$ cat config.mk
export PLATFORM = sky130hd
export DESIGN_NAME = cla_64bit
export DESIGN_NICKNAME = d
export VERILOG_FILES = /design/src/rtl/cla_64bit.sv
export SDC_FILE = /design/constraint.sdc
export NUM_CORES = 1
export LEC_CHECK = 0
export CAP_MARGIN = 20
export CELL_PAD_IN_SITES_DETAIL_PLACEMENT = 2
export CELL_PAD_IN_SITES_GLOBAL_PLACEMENT = 2
export CORE_UTILIZATION = 26
export DETAILED_ROUTE_END_ITERATION = 6
export GPL_TIMING_DRIVEN = 1
export PLACE_DENSITY_LB_ADDON = 0.25
export SLEW_MARGIN = 10
export SYNTH_ARGS = -nofsm -noshare
export SYNTH_HDL_FRONTEND = slang
export SYNTH_SLANG_ARGS = --single-unit
$ cat constraint.sdc
create_clock -name clock -period 0.8 [get_ports clock]
set_clock_uncertainty 0.15 [all_clocks]
set_input_delay 0.12 -clock clock [delete_from_list [all_inputs] [get_ports clock]]
set_output_delay 0.12 -clock clock [all_outputs]
set_load 0.02 [all_outputs]
$ cat src/rtl/cla_64bit.sv
// 64-bit two-level carry-lookahead adder with registered Sum/Cout.
// Carries come from 4-bit lookahead cells: 16 bit groups, 4 block units, and one top unit.
module cla_64bit (
    input  logic        clock,
    input  logic        reset_n,
    output logic [63:0] Sum,
    output logic        Cout,
    input  logic [63:0] A,
    input  logic [63:0] B,
    input  logic        Cin
);

    // Group generate/propagate for a 4-wide slice: {G, P}
    function automatic logic [1:0] gp4(input logic [3:0] g, input logic [3:0] p);
        logic gg;
        gg = g[3] | (p[3] & g[2]) | (p[3] & p[2] & g[1]) | (p[3] & p[2] & p[1] & g[0]);
        return {gg, &p};
    endfunction

    // Lookahead carries into the four positions of a slice; bit 0 is the slice carry-in
    function automatic logic [3:0] carry4(input logic [3:0] g, input logic [3:0] p, input logic ci);
        logic [3:0] c;
        c[0] = ci;
        c[1] = g[0] | (p[0] & ci);
        c[2] = g[1] | (p[1] & g[0]) | (p[1] & p[0] & ci);
        c[3] = g[2] | (p[2] & g[1]) | (p[2] & p[1] & g[0]) | (p[2] & p[1] & p[0] & ci);
        return c;
    endfunction

    logic [63:0] g, p, c, s;
    logic [15:0] grp_g, grp_p, grp_c;
    logic [3:0]  blk_g, blk_p, blk_c;
    logic        top_g, top_p, c64;

    // G/P flow upward first, then carries flow back down through the same cells
    always_comb begin
        g = A & B;
        p = A ^ B;
        for (int unsigned j = 0; j < 16; j++)
            {grp_g[j], grp_p[j]} = gp4(g[4*j +: 4], p[4*j +: 4]);
        for (int unsigned k = 0; k < 4; k++)
            {blk_g[k], blk_p[k]} = gp4(grp_g[4*k +: 4], grp_p[4*k +: 4]);
        {top_g, top_p} = gp4(blk_g, blk_p);
        blk_c = carry4(blk_g, blk_p, Cin);
        c64   = top_g | (top_p & Cin);
        for (int unsigned k = 0; k < 4; k++)
            grp_c[4*k +: 4] = carry4(grp_g[4*k +: 4], grp_p[4*k +: 4], blk_c[k]);
        for (int unsigned j = 0; j < 16; j++)
            c[4*j +: 4] = carry4(g[4*j +: 4], p[4*j +: 4], grp_c[j]);
        s = p ^ c;
    end

    always_ff @(posedge clock or negedge reset_n) begin
        if (!reset_n) begin
            Sum  <= '0;
            Cout <= 1'b0;
        end else begin
            Sum  <= s;
            Cout <= c64;
        end
    end

endmodule

**Yosys cells after proc, flatten, opt, wreduce, memory -nomap -nowiden**

Index checks and enable logic that the tools add are counted.

- Memories: 0
- Memory bits (writable): 0
- Logic and storage cells: 511
- Bits in latches: 0
- Input port bits: 131
- Register bits: 65
- Output and inout port bits: 65
- Memory bits (read-only): 0

- Bitwise gates (word level): 488
- Div/mod/pow operators: 0
- Muxes and demuxes: 0
- Shifts and indexed selects: 0
- Equal/unequal tests: 0
- Reduce and logical (&&, ||, !) cells: 21
- Magnitude comparators: 0
- $mul: 0
- Add/sub/neg operators: 0

Operators by type and width:

| operator | count |
|---|---|
| $and A1 B1 Y1 | 295 |
| $or A1 B1 Y1 | 190 |
| $xor A64 B64 Y64 | 2 |
| $and A64 B64 Y64 | 1 |
| $reduce_and A16 Y1 | 4 |
| $reduce_and A4 Y1 | 16 |
| $reduce_and A64 Y1 | 1 |

**Longest topological paths before layout**

Gate-level depths: netlist of the first run.

- Depth after elaboration: 18
- Mapped depth: 12
- Depth with buffers taken out: 12

**Least setup slack after synthesis of the first run**

No wires, ideal clock.

- Path type: in2reg
- Start point: input A[29]
- End point: register Sum[53]
- Setup time: 0.129 ns
- Slack: -1.927 ns
- Required time: 0.521 ns
- Arrival: 2.448 ns
- Path buffers: 0
- Stages on the path: 12
- Cells stage by stage: ha_1 a21o_1 a21o_1 a221oi_2 o221ai_2 or2_1 a21oi_2 o21ai_2 nand3_1 nand2_1 fa_1 xor2_1

- Longest elaborated chain between the ends: 16
- Elaborated cells between the ends (all ways): 30
- Those cells by class: 28 x bitwise; 2 x reduce/logical

RTL lines:

| item | RTL line | source |
|---|---|---|
| from (decl) | 8 | `input logic [63:0] A,` |
| $and A64 B64 Y64 / $xor A64 B64 Y64 (equally long branches) | 37, 38 |  |
| $and A1 B1 Y1 | 16 | `gg = g[3] \| (p[3] & g[2]) \| (p[3] & p[2] & g[1]) \| (p[3] & p[2] & p[1] & g[0]);` |
| $or A1 B1 Y1 / $and A1 B1 Y1 (equally long branches) | 16 |  |
| $or A1 B1 Y1 (4 in a row) | 16 |  |
| $and A1 B1 Y1 | 26 | `c[3] = g[2] \| (p[2] & g[1]) \| (p[2] & p[1] & g[0]) \| (p[2] & p[1] & p[0] & ci);` |
| $or A1 B1 Y1 (2 in a row) | 26 |  |
| $or A1 B1 Y1 (*) | 26 |  |
| $and A1 B1 Y1 (*) | 24 | `c[1] = g[0] \| (p[0] & ci);` |
| $or A1 B1 Y1 (*) | 24 |  |
| $and A1 B1 Y1 (*) | 24 |  |
| $or A1 B1 Y1 (*) | 24 |  |
| $xor A64 B64 Y64 (*) | 50 | `s = p ^ c;` |
| named net s[53] | 30 | `logic [63:0] g, p, c, s;` |
| to (signal assigned) | 58 | `Sum <= s;` |
| to (decl) | 6 | `output logic [63:0] Sum,` |

The timed path passes the listed nets; every way through them passes the cells marked *.

**Final worst setup path of the first run**

- Start point: input B[29]
- End point: register Sum[37]

- Longest elaborated chain between the ends: 14
- Elaborated cells between the ends (all ways): 27
- Those cells by class: 25 x bitwise; 2 x reduce/logical

RTL lines:

| item | RTL line | source |
|---|---|---|
| from (decl) | 9 | `input logic [63:0] B,` |
| $and A64 B64 Y64 / $xor A64 B64 Y64 (equally long branches) | 37, 38 |  |
| $and A1 B1 Y1 | 16 |  |
| $or A1 B1 Y1 / $and A1 B1 Y1 (equally long branches) | 16 |  |
| $or A1 B1 Y1 (4 in a row) | 16 |  |
| $or A1 B1 Y1 | 25 | `c[2] = g[1] \| (p[1] & g[0]) \| (p[1] & p[0] & ci);` |
| $or A1 B1 Y1 (*) | 25 |  |
| $and A1 B1 Y1 (*) | 24 |  |
| $or A1 B1 Y1 (*) | 24 |  |
| $and A1 B1 Y1 (*) | 24 |  |
| $or A1 B1 Y1 (*) | 24 |  |
| $xor A64 B64 Y64 (*) | 50 |  |
| named net s[37] | 30 |  |

Marked as above.

==> results of run 1 <==
-- final cells by class --
cell class                      count  area (um2)
Antenna cell                        4        10.0
Clock buffer                        9         225
Clock inverter                      7        71.3
Fill cell                        1605        7140
Inverter                           20        85.1
Multi-Input combinational cell    345        4400
Sequential cell                    65        1630
Tap cell                          225         282
Timing Repair Buffer              390        3450
-- cell families (layout without fill, tap and decap cells) --
| logic type | Yosys count | in the layout |
|---|---|---|
| AOI/OAI and AO/OA | 124 | 124 |
| xor gates and xnor gates | 41 | 41 |
| muxes | 1 | 1 |
| and+or+nand+nor | 99 | 99 |
| buffers and inverters | 20 | 426 |
| other | 0 | 4 |
| adders and majority gates | 80 | 80 |
| DFF | 65 | 65 |
-- report_power, final --
| part | switching, mW | leakage [nW] | total (mW) | internal [mW] |
|---|---|---|---|---|
| sequential | 0.445 | 0.756 | 4.44 | 3.99 |
| clock | 1.91 | 0.137 | 4.33 | 2.41 |
| combinational | 4.45 | 3.60 | 9.05 | 4.60 |
-- cell usage after synthesis (6+ instances only) --
cell type,n,share of area
nand4_1,9,0.012
inv_1,20,0.016
xnor2_1,19,0.036
a21oi_1,35,0.038
nand2_1,23,0.019
xor2_1,22,0.042
fa_1,16,0.069
dfrtp_1,65,0.35
ha_1,64,0.17
a21o_1,15,0.024
nand2b_1,7,0.0095
a31oi_1,6,0.0081
o21ai_0,13,0.014
nor3_1,8,0.0087
o21a_1,6,0.0097
nor2_1,23,0.019
and3_1,6,0.0081
-- registers in the layout (all words and copies together), names as in the netlist --
name,cells
Cout,1
Sum,64
-- how the worst max path moves through the flow --
stage	endpoint	startpoint	slack [ns]	cells past startpoint
after global routing	Sum[37]	B[29]	-1.95	13
after detailed placement	Sum[61]	A[40]	-2.56	12
after global placement	Sum[61]	A[29]	-2.39	12
after floorplan	Sum[53]	A[29]	-1.73	12
after CTS	Sum[61]	B[29]	-1.76	12
final	Sum[37]	B[29]	-1.90	13
-- metal layers --
| metal | up-vias | global-route usage |
|---|---|---|
| met3 | 81 | 0.0617 |
| met4 | 0 | 0.129 |
| li1 | 2398 | - |
| met2 | 212 | 0.562 |
| met1 | 2719 | 0.274 |
| met5 | - | 0 |
-- critical path: cells and delay by family --
kind	cells	cell delay, ns
adder cells (fa/ha/maj)	2	0.60
AND/OR/NAND/NOR	1	0.24
AO/OA/AOI/OAI	5	1.10
XOR/XNOR	1	0.24
buffers and inverters	4	0.50
-- metrics by stage --
stage,total power [mW],setup slack (ns),hold WS (ns),std cells,cell area (um2)
floorplan,7.39,-1.73,-0.326,430,5180
global placement,10.8,-2.39,-0.0429,980,8420
detailed placement,11.2,-2.56,-0.0391,980,8420
CTS,16.3,-1.76,-0.0414,1036,9570
global route,18.4,-1.95,-0.0391,1065,10200
finish,17.8,-1.90,-0.0510,1065,10200
-- repair_timing --
item,in CTS,in global routing
endpoints found under the hold margin,68,2
buffers inserted,44,37
pin swaps,109,57
gates resized for setup,774,108
endpoints found under the setup margin,130,130
==> impl_metrics.yaml, run 1 <==
outcome:
  status: "finished with violations"
  violations: "negative hold slack, negative setup slack"
critical_path:
  required_ns: 0.91
  cp_cell_sequence: "buf_8, ha_4, a21o_1, a21o_1, a221oi_4, o221ai_4, buf_6, or2_4, a21oi_4, buf_4, inv_1, fa_2, xor2_1"
  end_kind: "flip-flop"
  worstSetupPathType: "input port to flip-flop"
  startpoint_type: "input port"
  cpMostUsedCell: "a21o_1"
  max_stage_delay_ns: 0.36
  cp_max_fo: 4
  critical_path_arrival_ns: 2.81
  slowest_stage: "fa_2"
placed_design:
  dp_hpwl_um: 15300
  portBuffers: 195
  place.gp.congestion: 0.799
clock_tree:
  cts_buffers: 9
  holdBufCountCts: 1
  htree_levels: 3
  cts_buffer_depth: 2
  cts_tree: "built"
  cts-root-buf: "clkbuf_16"
  clk_pin_slew_worst_paths_ns: 0.06
  cts.sinks: 65
die:
  dieWidth_um: 135
  core_area_mm2: 0.0173
  ios: 196
  die_y_um: 135
  row_count: 48
  start_util: 0.267
  dieArea_mm2: 0.0183
yosys:
  synthMuxAreaShare: 0.00217
  synth-simple-area-share: 0.109
  synth_edf_count: 0
  async_reset_ff_frac: 1.00
  synthAdderAreaFrac: 0.243
  ys_warn_count: 0
  synth_seq_cells: 65
  syn_inst: 430
  synth.distinct_cells: 62
  yosys.area_share.xor_xnor: 0.0777
  syn_area_mm2: 0.00462
  yosysSeqAreaShare: 0.352
  synth_nets: 641
  ys.flop_type: "dfrtp_1"
  synth_top_family_by_area: "adder cells"
  synth-compound-area-share: 0.200
  synth.avg_cell_area_um2: 10.7
layout:
  final_cell_mix: "169 x buf_4, 101 x buf_6, 65 x dfrtp_1"
  drive_gt1_frac: 0.638
  final_core_util: 0.587
  final_nets: 1042
  synthToLayoutAreaGrowth_pct: 120
  mostFrequentLayoutCell: "buf_4"
global_route:
  grt.overflow.total: 0
  grt_first_pass_wirelength_um: 38200
  track_usage: 0.283
  grt_max_degree: 36
  grt_pass1_vias: 6366
  antenna_found_initial: 4
timing:
  setup_viol: 130
  fin_crit_ns: 2.70
  max_freq_ghz: 0.371
  rsz0062_at_grt: "yes"
  worst_slack_ns: -1.90
  worst_pin_slew_ns: 0.863
  finalHoldViolations: 2
  drv_slew: 0
  fin_crit_sh: 3.37
  worst_hold_slack_ns: -0.0510
  setup_tns_ns: -116.33
  maxSlewHeadroom: 0.410
hold_path:
  min_path_cells: 2
  min-delay-start: "B[20]"
  min_to: "Sum[20]"
  hp-class: "input port to flip-flop"
routing:
  top_layer: "met4"
  routed-wl-met2_um: 17100
  dr_wl_met3_um: 1250
  routedLengthMet1_um: 10700
  drc: 0
  routed_via_density: 5.08
  drt-pass1-iter-count: 4
  ant_nets: 0
  routed-via-count: 5410
  drt_iter0_drc: 136
  drt-total-wl_um: 30400
  wl_per_cell_um: 28.6
pwr:
  ir_drop_mv: 1.07
  p_leak_nw: 4.49
  cellPowerDensity_mw_per_mm2: 1750
flow_run:
  drv_cap: 0
No activity file was read; power rests on OpenSTA's default activity.
==> run 2: changes to the inputs <==
clock period = 2.9 ns   (was 0.8 ns; I/O delays follow)
==> run 2 against run 1 <==
  * The flow finishes with violations (negative setup slack)
  * First-iteration DRC count shrank 29%
  * Sequential share of layout area grew 1.5 points
  * Die area is the same
  * Critical path depth is the same
  * Non-clock buffer count shrank 19
  * Combinational power shrank 76%
  * Core utilization shrank 5.0 points
  * Final cell count shrank 2.1%
  * Setup slack gained 1.9 ns
  * Sequential power shrank 73%
  * Via count shrank 5.0%
  * Worst hold slack gained 0.14 ns
  * Critical endpoint is now Sum[52]
  * Largest power group unchanged
==> impl_metrics.yaml, run 2 (synthesis results as in run 1) <==
routing:
  routedLengthMet1_um: 8980
  routed-wl-met2_um: 15000
  top_layer: "met5"
  routed-via-count: 5142
  drc: 0
  wl_per_cell_um: 24.3
  routed_via_density: 4.93
  dr_wl_met3_um: 814
  drt-total-wl_um: 25400
  drt_iter0_drc: 96
  ant_nets: 0
  drt-pass1-iter-count: 4
placed_design:
  post-place-ws_ns: -0.773
  portBuffers: 195
  place.gp.congestion: 0.809
  dp_hpwl_um: 15200
pwr:
  ir_drop_mv: 0.327
  p_leak_nw: 4.17
  cellPowerDensity_mw_per_mm2: 483
clock_tree:
  htree_levels: 3
  cts_tree: "built"
  clk_pin_slew_worst_paths_ns: 0.06
  cts_buffers: 9
  cts.sinks: 65
  cts_buffer_depth: 2
  cts-root-buf: "clkbuf_16"
timing:
  max_freq_ghz: 0.341
  fin_crit_ns: 2.93
  maxSlewHeadroom: 0.353
  fin_crit_sh: 1.01
  rsz0062_at_grt: "yes"
  drv_slew: 0
  worst_pin_slew_ns: 0.970
  worst_slack_ns: -0.0316
  worst_hold_slack_ns: 0.0847
  setup_viol: 5
  finalHoldViolations: 0
die:
  die_y_um: 135
  core_area_mm2: 0.0173
  row_count: 48
  ios: 196
  dieArea_mm2: 0.0183
  start_util: 0.267
  dieWidth_um: 135
layout:
  final_cell_mix: "174 x buf_4, 97 x clkdlybuf4s50_1, 65 x dfrtp_1"
  top_register: "Sum"
  drive_gt1_frac: 0.446
  synthToLayoutAreaGrowth_pct: 101
  largest_register_ffs: 64
  final_nets: 1023
  top_regs: "Sum x64, Cout x1"
  mostFrequentLayoutCell: "buf_4"
critical_path:
  startpoint_type: "input port"
  cp_max_fo: 3
  required_ns: 2.96
  worstSetupPathType: "input port to flip-flop"
  end_kind: "flip-flop"
  critical_path_arrival_ns: 2.99
hold_path:
  hp-class: "input port to asynchronous set/reset pin"
outcome:
  violations: "negative setup slack"
  status: "finished with violations"
global_route:
  antenna_found_initial: 2
  grt.overflow.total: 0
  grt_max_degree: 66
  track_usage: 0.255
  grt_first_pass_wirelength_um: 34900
  grt_pass1_vias: 6228
flow_run:
  drv_cap: 0
[run 2: cell types whose count changed in the layout (fill, tap and decap cells not counted), sizes merged]
cell           before  now
buf               303  179
clkbuf             20   51
clkdlybuf4s15      17   22
clkdlybuf4s50      36   97
clkinv              3    2
clkinvlp            3    2
diode               4    1
dlygate4sd2        18   20
dlygate4sd3         1    0
dlymetal6s2s        4   13
[run 2: what timing repair did]
action,CTS,global route
pin swaps,76,91
hold buffers,0,0
gates resized for setup,199,144
hold endpoints to repair,0,0
buffers inserted,29,30
setup endpoints to repair,43,36
[run 2: stage by stage]
| stage | util | power, mW | cell area (um2) | std cells | TNS [ns] |
|---|---|---|---|---|---|
| 5_1_grt | 0.537 | 4.67 | 9290 | 1043 | -1.57 |
| 3_3_place_gp | 0.458 | 2.91 | 7910 | 970 | -18.89 |
| 2_1_floorplan | - | 1.98 | 4780 | 430 | -0.000787 |
| 6_report | 0.537 | 4.48 | 9290 | 1043 | -0.0650 |
| 4_1_cts | 0.521 | 4.32 | 9010 | 1013 | 0 |
| 3_5_place_dp | 0.458 | 3.00 | 7910 | 970 | -24.46 |
[run 2: power by group]
| part | switching (mW) | internal, mW | leakage [nW] |
|---|---|---|---|
| Combinational | 1.07 | 1.09 | 3.27 |
| Sequential | 0.0759 | 1.10 | 0.756 |
| Clock | 0.463 | 0.687 | 0.142 |
| Total | 1.61 | 2.88 | 4.17 |
[run 2: cell type report]
| class | instances | area [um2] |
|---|---|---|
| inverters | 20 | 75.1 |
| fillers | 1667 | 8010 |
| clock buffers | 11 | 243 |
| clock inverters | 5 | 55.1 |
| well taps | 225 | 282 |
| flip-flops and latches | 65 | 1630 |
| repair buffers | 371 | 3090 |
| diodes | 1 | 2.50 |
| multi-input cells | 345 | 3910 |
[run 2: final timing paths]
kind	start	endpoint	depth (start not counted)
setup / recovery	A[20]	Sum[52]	13
hold / removal	reset_n	Sum[49]	1
max in group asynchronous	reset_n	Sum[31]	1
min in group clock	A[44]	Sum[44]	2
[run 2: critical path, stage by stage]
cell and delay, ns:
clkbuf_2 0.10, ha_1 0.30, nand4_1 0.22, buf_4 0.22, nor2_4 0.14, nand4_1 0.17, o21ba_4 0.31, or2_4 0.14
a21oi_4 0.07, o21ai_4 0.21, nand3_2 0.12, nand2_2 0.11, fa_2 0.43
[run 2: metal layers]
layer,up-vias,GRT usage
li1,2347,-
met1,2609,0.255
met2,147,0.512
met3,37,0.0509
met4,2,0.0899
met5,-,0
==> run 3: changes to the inputs <==
CTS_BUF_LIST = sky130_fd_sc_hd__clkbuf_4   (was not set)
SETUP_SLACK_MARGIN = 0.4   (was not set)
==> run 3 against run 2 <==
  * The run now ends clean
  * Highest routed layer is now met4
  * Sequential cell count stayed put
  * Cell area up 2.8%
  * Core utilization up 1.5 points
  * Via count up 2.5%
  * Die area unchanged
  * Critical path depth is 1 higher
  * Largest cell class unchanged
  * Largest power group unchanged
  * Clock power down 41%
  * Combinational power rose by 9%
  * Routed wire length rose by 5.0%
==> impl_metrics.yaml, run 3 (synthesis results as in run 1) <==
pwr:
  p_clk_frac: 0.161
  cellPowerDensity_mw_per_mm2: 440
  comb_power_share: 0.557
  p_leak_nw: 4.15
  power_mw: 4.19
  seq_power_share: 0.282
  p_int_mw: 2.54
  swShare: 0.395
  p_sw_mw: 1.66
  ir_drop_mv: 0.232
outcome:
  status: "complete, no violations"
die:
  row_count: 48
  dieWidth_um: 135
  ios: 196
  dieArea_mm2: 0.0183
  die_y_um: 135
  start_util: 0.267
  core_area_mm2: 0.0173
timing:
  worst_hold_slack_ns: 0.157
  max_freq_ghz: 0.357
  maxSlewHeadroom: 0.342
  fin_crit_ns: 2.80
  drv_slew: 0
  worst_pin_slew_ns: 0.987
  worst_slack_ns: 0.101
  setup_viol: 0
  finalHoldViolations: 0
  rsz0062_at_grt: "yes"
  fin_crit_sh: 0.965
routing:
  routed_via_density: 5.00
  routed-via-count: 5272
  drt_iter0_drc: 145
  drt-pass1-iter-count: 4
  wl_per_cell_um: 25.3
  drc: 0
  ant_nets: 0
  drt-total-wl_um: 26600
global_route:
  grt_pass1_vias: 6115
  grt_max_degree: 66
  grt.overflow.total: 0
  antenna_found_initial: 3
  track_usage: 0.257
  grt_first_pass_wirelength_um: 34700
critical_path:
  cp_cell_sequence: "buf_2, ha_4, a21oi_4, o21ai_4, a221oi_4, buf_6, o221ai_4, or2_4, a21oi_4, buf_6, o211ai_1, buf_4, mux2i_1, o2111ai_1"
  slowest_stage: "or2_4"
  crit_family: "compound AO/OA/AOI/OAI gates"
  critical_path_arrival_ns: 2.96
  required_ns: 3.07
  cp_max_fo: 4
  worstSetupPathType: "input port to flip-flop"
  startpoint_type: "input port"
  crit_buf_inv: 4
  end_kind: "flip-flop"
  max_stage_delay_ns: 0.31
clock_tree:
  cts_tree: "built"
  clk_pin_slew_worst_paths_ns: 0.13
  cts-root-buf: "clkbuf_4"
  htree_levels: 3
  cts_buffers: 9
  cts_buffer_depth: 2
  cts.sinks: 65
layout:
  layout.cells.non_filler: 1055
  mostFrequentLayoutCell: "buf_4"
  final_cell_mix: "167 x buf_4, 93 x clkdlybuf4s50_1, 65 x dfrtp_1"
  largest_register_ffs: 64
  drive_gt1_frac: 0.531
  final_nets: 1034
  top_register: "Sum"
  synthToLayoutAreaGrowth_pct: 106
  top_regs: "Sum x64, Cout x1"
  final_cell_area_mm2: 0.00954
hold_path:
  min_path_cells: 2
  min-delay-start: "B[16]"
  hp-class: "input port to flip-flop"
  min_to: "Sum[16]"
placed_design:
  dpl_cell_area_mm2: 0.00821
  portBuffers: 195
  dpl.cell_count: 970
  place.gp.congestion: 0.787
  post-place-ws_ns: -0.745
  dp_hpwl_um: 15900
flow_run:
  drv_cap: 0
## run 3: cell count changes in the layout (fill, tap and decap cells not counted), sizes merged
cell,delta
dlygate4sd3,+1
clkdlybuf4s50,-4
diode,+2
clkdlybuf4s15,-12
dlymetal6s2s,-12
dlygate4sd2,-5
clkbuf,-17
clkinvlp,-2
clkinv,+2
buf,+59
## run 3: worst max-delay path by stage
| stage | to | slack [ns] | cells past startpoint | from |
|---|---|---|---|---|
| final | Sum[54] | 0.10 | 14 | B[25] |
| after global routing | Sum[37] | 0.02 | 14 | B[25] |
| after CTS | Sum[63] | 0.22 | 13 | B[43] |
| after detailed placement | Sum[63] | -0.75 | 14 | A[44] |
| after global placement | Sum[52] | -0.60 | 12 | A[20] |
| after floorplan | Sum[53] | 0.05 | 12 | A[29] |
## run 3: repair_timing
item / CTS / global route
pin swaps: 111 / 88
endpoints found under the hold margin: 31 / 0
resized for setup: 364 / 144
buffers inserted: 39 / 27
hold buffers: 1 / 0
setup endpoints to repair: 50 / 41
## run 3: power groups by stage
stage	sequential (mW)	clock [mW]	combinational, mW
after floorplan	1.43	0	0.592
after global placement	1.17	0	1.80
after detailed placement	1.19	0	1.89
after CTS	1.17	0.650	2.06
after global routing	1.20	0.710	2.45
final	1.18	0.676	2.34
## run 3: stage by stage
stage | util | TNS, ns
CTS | 0.522 | 0
global route | 0.552 | 0
floorplan | - | 0
detailed placement | 0.475 | -24.15
global placement | 0.475 | -18.45
finish | 0.552 | 0
## run 3: layout make-up
| type | count | area (um2) |
|---|---|---|
| Clock inverter | 5 | 47.5 |
| Multi-Input combinational cell | 345 | 4240 |
| Sequential cell | 65 | 1630 |
| Inverter | 20 | 77.6 |
| Clock buffer | 10 | 75.1 |
| Tap cell | 225 | 282 |
| Timing Repair Buffer | 382 | 3180 |
| Antenna cell | 3 | 7.51 |
| Fill cell | 1667 | 7750 |
## run 3: per-layer routing
metal | GRT usage | share of wire
met1 | 0.257 | 0.35
met2 | 0.509 | 0.58
met3 | 0.0378 | 0.033
met4 | 0.131 | 0.044
met5 | 0 | 0
